$ cat src/rtl/thirty_two_bit_cla.sv
`timescale 1ns/1ps
// ---------------------------------------------------------------------------
// thirty_two_bit_cla
//
// 32-bit two's-complement adder/subtractor, the arithmetic core of the ALU.
// Built as a two-level carry-lookahead tree:
//   - four 8-bit lookahead blocks (cla8_block), each producing its internal
//     carries as flattened sum-of-products plus a group generate/propagate,
//   - one second-level lookahead unit (cla_lookahead4) producing the block
//     carry-ins and the final carry-out straight from the group terms.
// Subtraction reuses the same tree: B is inverted and the carry-in is 1.
// The sum and signed-overflow flag are registered once (latency 1 cycle,
// one operation accepted every cycle).
//
// Ports (thirty_two_bit_cla):
//   clock   in   1  rising-edge clock
//   reset   in   1  asynchronous active-high reset, clears result and ovf
//   A       in  32  operand A, two's complement
//   B       in  32  operand B, two's complement
//   op      in   1  0 = A+B, 1 = A-B
//   ovf     out  1  signed overflow of the registered result
//   result  out 32  registered sum/difference, modulo 2^32
// ---------------------------------------------------------------------------

// ---------------------------------------------------------------------------
// cla8_block
//
// 8-bit carry-lookahead block. Every carry is written out as a flat OR of
// AND terms over g/p and the block carry-in, so no carry waits on another.
//
// Ports:
//   g    in  8  per-bit generate  (a & b)
//   p    in  8  per-bit propagate (a ^ b)
//   cin  in  1  block carry-in
//   c    out 8  carry into each bit of the block (c[0] = cin)
//   gg   out 1  group generate
//   pg   out 1  group propagate
// ---------------------------------------------------------------------------
module cla8_block (
  input  logic [7:0] g,
  input  logic [7:0] p,
  input  logic       cin,
  output logic [7:0] c,
  output logic       gg,
  output logic       pg
);

  assign c[0] = cin;

  assign c[1] = g[0]
              | (p[0] & cin);

  assign c[2] = g[1]
              | (p[1] & g[0])
              | ((&p[1:0]) & cin);

  assign c[3] = g[2]
              | (p[2] & g[1])
              | ((&p[2:1]) & g[0])
              | ((&p[2:0]) & cin);

  assign c[4] = g[3]
              | (p[3] & g[2])
              | ((&p[3:2]) & g[1])
              | ((&p[3:1]) & g[0])
              | ((&p[3:0]) & cin);

  assign c[5] = g[4]
              | (p[4] & g[3])
              | ((&p[4:3]) & g[2])
              | ((&p[4:2]) & g[1])
              | ((&p[4:1]) & g[0])
              | ((&p[4:0]) & cin);

  assign c[6] = g[5]
              | (p[5] & g[4])
              | ((&p[5:4]) & g[3])
              | ((&p[5:3]) & g[2])
              | ((&p[5:2]) & g[1])
              | ((&p[5:1]) & g[0])
              | ((&p[5:0]) & cin);

  assign c[7] = g[6]
              | (p[6] & g[5])
              | ((&p[6:5]) & g[4])
              | ((&p[6:4]) & g[3])
              | ((&p[6:3]) & g[2])
              | ((&p[6:2]) & g[1])
              | ((&p[6:1]) & g[0])
              | ((&p[6:0]) & cin);

  // Group terms exclude cin so the second level can combine blocks in parallel.
  assign gg = g[7]
            | (p[7] & g[6])
            | ((&p[7:6]) & g[5])
            | ((&p[7:5]) & g[4])
            | ((&p[7:4]) & g[3])
            | ((&p[7:3]) & g[2])
            | ((&p[7:2]) & g[1])
            | ((&p[7:1]) & g[0]);

  assign pg = &p[7:0];

endmodule

// ---------------------------------------------------------------------------
// cla_lookahead4
//
// Second-level lookahead over four 8-bit groups. Each block carry is a flat
// sum-of-products of the group generate/propagate terms and c0.
//
// Ports:
//   gg    in  4  group generate of blocks 0..3
//   pg    in  4  group propagate of blocks 0..3
//   c0    in  1  adder carry-in
//   cout  out 4  {c32, c24, c16, c8}
// ---------------------------------------------------------------------------
module cla_lookahead4 (
  input  logic [3:0] gg,
  input  logic [3:0] pg,
  input  logic       c0,
  output logic [3:0] cout
);

  // c8
  assign cout[0] = gg[0]
                 | (pg[0] & c0);

  // c16
  assign cout[1] = gg[1]
                 | (pg[1] & gg[0])
                 | ((&pg[1:0]) & c0);

  // c24
  assign cout[2] = gg[2]
                 | (pg[2] & gg[1])
                 | ((&pg[2:1]) & gg[0])
                 | ((&pg[2:0]) & c0);

  // c32
  assign cout[3] = gg[3]
                 | (pg[3] & gg[2])
                 | ((&pg[3:2]) & gg[1])
                 | ((&pg[3:1]) & gg[0])
                 | ((&pg[3:0]) & c0);

endmodule

// ---------------------------------------------------------------------------
// thirty_two_bit_cla (top)
// ---------------------------------------------------------------------------
module thirty_two_bit_cla (
  input  logic        clock,
  input  logic        reset,
  input  logic [31:0] A,
  input  logic [31:0] B,
  input  logic        op,
  output logic        ovf,
  output logic [31:0] result
);

  logic [31:0] bop_s;       // B conditioned for add/subtract
  logic [31:0] g_s;         // per-bit generate
  logic [31:0] p_s;         // per-bit propagate
  logic [31:0] carry_s;     // carry into each bit position
  logic [3:0]  grp_g_s;     // group generate per 8-bit block
  logic [3:0]  grp_p_s;     // group propagate per 8-bit block
  logic [3:0]  blk_cin_s;   // carry-in of each block {c24, c16, c8, c0}
  logic [3:0]  look_c_s;    // lookahead outputs {c32, c24, c16, c8}
  logic        c32_s;       // carry out of bit 31
  logic [31:0] sum_s;       // combinational sum/difference
  logic        ovf_next_s;  // combinational signed overflow

  logic [31:0] result_r;
  logic        ovf_r;

  // Subtract is A + ~B + 1: invert B and feed op in as the carry-in.
  assign bop_s = B ^ {32{op}};
  assign g_s   = A & bop_s;
  assign p_s   = A ^ bop_s;

  genvar k;
  generate
    for (k = 0; k < 4; k++) begin : g_blk
      cla8_block u_blk (
        .g   (g_s[8*k+7 -: 8]),
        .p   (p_s[8*k+7 -: 8]),
        .cin (blk_cin_s[k]),
        .c   (carry_s[8*k+7 -: 8]),
        .gg  (grp_g_s[k]),
        .pg  (grp_p_s[k])
      );
    end
  endgenerate

  cla_lookahead4 u_look (
    .gg   (grp_g_s),
    .pg   (grp_p_s),
    .c0   (op),
    .cout (look_c_s)
  );

  assign blk_cin_s = {look_c_s[2:0], op};
  assign c32_s     = look_c_s[3];

  assign sum_s = p_s ^ carry_s;

  // Signed overflow: carry into the sign bit differs from carry out of it.
  assign ovf_next_s = carry_s[31] ^ c32_s;

  // Output registers: capture sum and overflow each edge, cleared by reset.
  always_ff @(posedge clock or posedge reset) begin
    if (reset) begin
      result_r <= 32'h0000_0000;
      ovf_r    <= 1'b0;
    end else begin
      result_r <= sum_s;
      ovf_r    <= ovf_next_s;
    end
  end

  assign result = result_r;
  assign ovf    = ovf_r;

endmodule

$ cat config.mk
export PLATFORM = sky130hd
export DESIGN_NAME = thirty_two_bit_cla
export DESIGN_NICKNAME = d
export VERILOG_FILES = /design/src/rtl/thirty_two_bit_cla.sv
export SDC_FILE = /design/constraint.sdc
export NUM_CORES = 1
export LEC_CHECK = 0
export CORE_ASPECT_RATIO = 0.75
export CORE_MARGIN = 2
export CORE_UTILIZATION = 60
export CTS_CLUSTER_DIAMETER = 150
export DETAILED_ROUTE_END_ITERATION = 10
export DONT_BUFFER_PORTS = 1
export PLACE_DENSITY = 0.76
export SLEW_MARGIN = 20
export SYNTH_ARGS = -nofsm -noshare
export SYNTH_HDL_FRONTEND = slang
export SYNTH_SLANG_ARGS = --single-unit
$ cat constraint.sdc
create_clock -name clock -period 3.02 [get_ports clock]
set_clock_uncertainty 0.15 [all_clocks]
set_input_delay 0.453 -clock clock [delete_from_list [all_inputs] [get_ports clock]]
set_output_delay 0.453 -clock clock [all_outputs]
set_load 0.01 [all_outputs]
Word-level counts from Yosys, hierarchy flattened

Index checks and enable logic that the tools add are counted.

Bits of input ports: 67
Memories kept: 0
Bits in latches: 0
Output and inout port bits: 33
Register bits: 33
Bits in read-only memories: 0
Bits in writable memories: 0
Logic and storage cells: 425

Shifts and indexed selects: 0
Muxes and demuxes: 0
Order comparisons: 0
Divide/modulo/power cells: 0
$mul: 0
Reductions and logical operators: 118
Add/sub/neg operators: 0
Bitwise logic cells: 305
Equality and inequality tests: 0

Operators by type and width:

| operator             | number |
|---|---|
| bitwise AND 1 bit    | 150 |
| bitwise OR 1 bit     | 150 |
| XOR 32 bit           | 3 |
| AND reduction 4 bit  | 20 |
| AND reduction 5 bit  | 16 |
| AND reduction 3 bit  | 24 |
| AND reduction 6 bit  | 12 |
| AND reduction 2 bit  | 28 |
| AND reduction 7 bit  | 8 |
| AND reduction 16 bit | 3 |
| AND reduction 24 bit | 2 |
| bitwise AND 32 bit   | 1 |
| AND reduction 32 bit | 1 |
| AND reduction 8 bit  | 4 |
| XOR 1 bit            | 1 |

Longest topological paths before layout

Word-level depth: 17
Mapped depth: 12
Mapped depth without buffers: 10

Cells and area by module

From an unflattened synthesis, not the netlist that was laid out.

Cell total of the unflattened synthesis: 260
Area, all modules: 2665.1 µm²

By module, submodules not included:

| module             | area each (µm²) | cells each | sequential area each (µm²) | times used |
|---|---|---|---|---|
| thirty_two_bit_cla | 1870.5          | 135        | 825.8                      | 1 |
| cla8_block         | 188.9           | 30         | 0.0                        | 4 |
| cla_lookahead4     | 38.8            | 5          | 0.0                        | 1 |

Worst setup path before layout

Ideal clock, no wire load.

Kind: input -> register
Start point: input port op
End point: register ovf_r (netlist: ovf)
Path slack: -471 ps
Cell stages on the path: 12
Buffers on the path: 2
Library setup time: 128 ps
Arrival time: 3213 ps
Data required time: 2742 ps
Cells stage by stage: buf_2 > buf_1 > xor2_1 > ha_1 > nand2_1 > or4_4 > nor2_2 > o2111ai_1 > a31oi_2 > a211oi_1 > o21ai_2 > mux2_1

Cells in the longest elaborated chain, start to end: 17
Elaborated cells between the ends (all ways): 125
Classes of those cells: 88 x bitwise; 37 x reduce/logical

Ends and longest elaborated chain:

| item                                                     | line     | source |
|---|---|---|
| from (decl)                                              | 157      | `input logic op,` |
| XOR 32 bit                                               | 178      | `assign bop_s = B ^ {32{op}};` |
| XOR 32 bit or bitwise AND 32 bit (tied branches)         | 180, 179 |  |
| bitwise AND 1 bit or AND reduction 2 bit (tied branches) | 94, 95   |  |
| bitwise OR 1 bit or bitwise AND 1 bit (tied branches)    | 94, 95   |  |
| bitwise OR 1 bit                                         | 95       | `\| ((&p[7:6]) & g[5])` |
| bitwise OR 1 bit                                         | 96       | `\| ((&p[7:5]) & g[4])` |
| bitwise OR 1 bit                                         | 97       | `\| ((&p[7:4]) & g[3])` |
| bitwise OR 1 bit                                         | 98       | `\| ((&p[7:3]) & g[2])` |
| (+2 left out)                                            | --       |  |
| bitwise AND 1 bit                                        | 136      | `\| (pg[2] & gg[1])` |
| bitwise OR 1 bit                                         | 136      |  |
| bitwise OR 1 bit                                         | 137      | `\| ((&pg[2:1]) & gg[0])` |
| bitwise OR 1 bit                                         | 138      | `\| ((&pg[2:0]) & c0);` |
| bitwise AND 1 bit                                        | 90       | `\| ((&p[6:0]) & cin);` |
| bitwise OR 1 bit                                         | 90       |  |
| XOR 1 bit (*)                                            | 209      | `assign ovf_next_s = carry_s[31] ^ c32_s;` |
| named net ovf_next_s                                     | 172      | `logic ovf_next_s;` |
| to (signal assigned)                                     | 218      | `ovf_r <= ovf_next_s;` |
| to (decl)                                                | 175      | `logic ovf_r;` |

Mark *: on every way through the listed nets, which the timed path passes. The rest lies on a longest branch.

Final worst setup path

Start point: input port op
End point: register result_r[23] (netlist: result[23])

Cells in the longest elaborated chain, start to end: 16
Elaborated cells between the ends (all ways): 70
Classes of those cells: 50 x bitwise; 20 x reduce/logical

Ends and longest elaborated chain:

| item                                                     | line     | source |
|---|---|---|
| XOR 32 bit                                               | 178      |  |
| XOR 32 bit or bitwise AND 32 bit (tied branches)         | 180, 179 |  |
| bitwise AND 1 bit or AND reduction 2 bit (tied branches) | 94, 95   |  |
| bitwise OR 1 bit or bitwise AND 1 bit (tied branches)    | 94, 95   |  |
| bitwise OR 1 bit                                         | 95       |  |
| bitwise OR 1 bit                                         | 96       |  |
| bitwise OR 1 bit                                         | 97       |  |
| bitwise OR 1 bit                                         | 98       |  |
| bitwise OR 1 bit                                         | 99       | `\| ((&p[7:2]) & g[1])` |
| bitwise OR 1 bit                                         | 100      | `\| ((&p[7:1]) & g[0]);` |
| bitwise AND 1 bit                                        | 131      | `\| (pg[1] & gg[0])` |
| bitwise OR 1 bit                                         | 131      |  |
| bitwise OR 1 bit                                         | 132      | `\| ((&pg[1:0]) & c0);` |
| bitwise AND 1 bit                                        | 90       |  |
| bitwise OR 1 bit                                         | 90       |  |
| XOR 32 bit (*)                                           | 206      | `assign sum_s = p_s ^ carry_s;` |
| named net sum_s[23]                                      | 171      | `logic [31:0] sum_s;` |
| to (signal assigned)                                     | 217      | `result_r <= sum_s;` |
| to (decl)                                                | 174      | `logic [31:0] result_r;` |

Marked as above.

==> results.tsv <==
metric	value	unit
synth_area_per_cell	9.807	µm²
routedWlPerCell	15.76	µm
dp_slack	-0.02052	ns
vias	1872	
grt_use_total	22.47	%
remaining_drc_errors	0	
diodes	0	
synth-seq-area-share	32.38	%
path_common_cell	a21oi_1	
antenna_found_initial	0	
detailed_place_hpwl	4072	µm
cts_htree_levels	2	
layout_worst_path_cycle_share	92.53	%
power	1.634	mW
cts_made_buffers	5	
drtIter0Drc	36	
start_util	62.90	%
violations	hold timing	
nFillCells	351	
ys_types	45	
coreArea	4054	µm²
ctsHoldBuffers	0	
worst-slew-pin-transition	0.6755	ns
die_y	60.46	µm
area_delta_synth_final	9.323	%
crit_type	primary input to flop	
max_slew_margin	54.92	%
die_w	79.28	µm
status	finished with violations	
final_area	2788	µm²
die_area	4793	µm²
path_delay_family	compound AO/OA/AOI/OAI gates	
gr-total-overflow	0	
syn_nets	362	
setup_tns	0	ns
holdWs	-0.005248	ns
yosys_warnings	0	
required	3.08	ns
hold_path_class	primary input to async pin	
cts_sinks	33	
cts.repair.resized	0	
ys_ff_latch	33	
placed_cell_area	2673	µm²
path_buf_inv	0	
cts-root-buf	clkbuf_8	
slew_viol_final	0	
slowest_stage	a221oi_1	
hold_violations	15	
slowest_delay	0.52	ns
period_minus_slack	2.794	ns
cap_violations	0	
drive_gt1_share	9.630	%
row_count	20	
ant_nets	0	
clk_pin_slew_worst_paths	0.07	ns
ys_async_sr_fraction	100.0	%
ir_drop	0.3144	mV
wl	5123	µm
num_io_pins	100	
synth_edf_count	0	
worstPathCellList	xor2_1 > ha_1 > a21o_1 > a21oi_1 > a21oi_1 > o21ai_1 > a41oi_1 > a221oi_1 > o21ba_1 > xnor2_1	
synth_area	2550	µm²
critical_path_arrival	2.85	ns
nets	371	
dr.pass1.iters	4	
globalplace.congestion	0.8425	
cp-end-kind	flop	
leakagePower	1.307	nW
grt_max_degree	36	
rsz0062_at_grt	no	
clk_path_buf_depth	2	
start_kind	primary input	
port_buffers	0	
grt_pass1_wl	8155	µm
grt_pass1_vias	1827	
critPathMaxFanout	35	
synth.largest_area_cell	dfrtp_1	
cts_tree	built	
p_per_area	586.2	nW/µm²
syn_inst	260	
synth_flop_cell	dfrtp_1	
fmax	0.3579	GHz
vias_per_cell	5.760	
ys_top_cells_by_area	dfrtp_1 (32%), ha_1 (16%), xor2_1 (13%), xnor2_1 (5.8%), nor2_1 (2.8%)	
cts_setup_buffers	0	
setup_viol	0	
synth_top_area_share	32.38	%
worst_slack	0.2255	ns
==> cells in the final DEF, fill, tap and decap left out, types with 8 or more instances in the layout <==
| cell | instances |
|---|---|
| dfrtp_1 | 33 |
| a21o_1 | 8 |
| nand2_1 | 16 |
| xnor2_1 | 17 |
| inv_1 | 15 |
| a21oi_1 | 13 |
| xor2_1 | 39 |
| ha_1 | 32 |
| nor2_1 | 19 |
==> flip-flops by register name, indices dropped and copies added, names as in the netlist <==
| name | flops |
|---|---|
| ovf | 1 |
| result | 32 |
==> how the worst max path moves through the flow <==
| stage | to | from | cells past startpoint |
|---|---|---|---|
| 2_1_floorplan | ovf | op | 12 |
| 3_3_place_gp | result[23] | op | 10 |
| 3_5_place_dp | result[23] | op | 10 |
| 4_1_cts | result[23] | op | 10 |
| 5_1_grt | result[23] | op | 10 |
| 6_report | result[23] | op | 10 |
==> synthesized netlist by cell type (3+ instances only) <==
cell,number
xnor2_1,17
nand2_1,16
xor2_1,39
buf_1,3
nor2_1,19
nand3_1,6
nor3_1,6
o21a_1,4
a21oi_1,13
a31o_2,3
nand4_1,4
a21o_1,8
inv_1,15
fa_1,3
dfrtp_1,33
ha_1,32
a31oi_1,6
==> layout make-up <==
cell class,count,area [µm²],share of cell area (%)
Clock inverter,3,46.29,1.661
Multi-Input combinational cell,208,1677,60.14
Inverter,15,56.30,2.020
Tap cell,55,68.82,2.469
Timing Repair Buffer,6,45.04,1.616
Clock buffer,5,68.82,2.469
Sequential cell,33,825.8,29.62
==> cell families after synthesis <==
group	count (synthesis)	share of synthesized area (%)
xor+xnor	56	19.23
simple gates	63	11.92
buf+inv	19	2.846
fa+ha+maj	35	18.06
flops	33	32.38
compound gates	52	14.72
mux	2	0.8341
==> stage by stage <==
| step | util (%) | hold WS (ns) | cells |
|---|---|---|---|
| 5_1_grt | 68.77 | 0.05675 | 325 |
| 2_1_floorplan | - | 0.4319 | 260 |
| 3_5_place_dp | 65.93 | 0.3278 | 317 |
| 4_1_cts | 68.77 | 0.008964 | 325 |
| 6_report | 68.77 | -0.005248 | 325 |
| 3_3_place_gp | 65.93 | 0.3226 | 317 |
==> power breakdown <==
part,internal (mW),switching (mW)
clock,0.247,0.180
sequential,0.579,0.126
combinational,0.233,0.269
==> layer usage <==
| layer | part of all wire, % | track usage [%] | routed length [µm] |
|---|---|---|---|
| met1 | 45 | 28.58 | 2289 |
| met2 | 45 | 36.08 | 2280 |
| met3 | 8.4 | 7.440 | 432 |
| met4 | 2.3 | 9.113 | 120 |
| met5 | 0 | 0 | 0 |
Note: power is estimated with default switching activity, not from simulation.
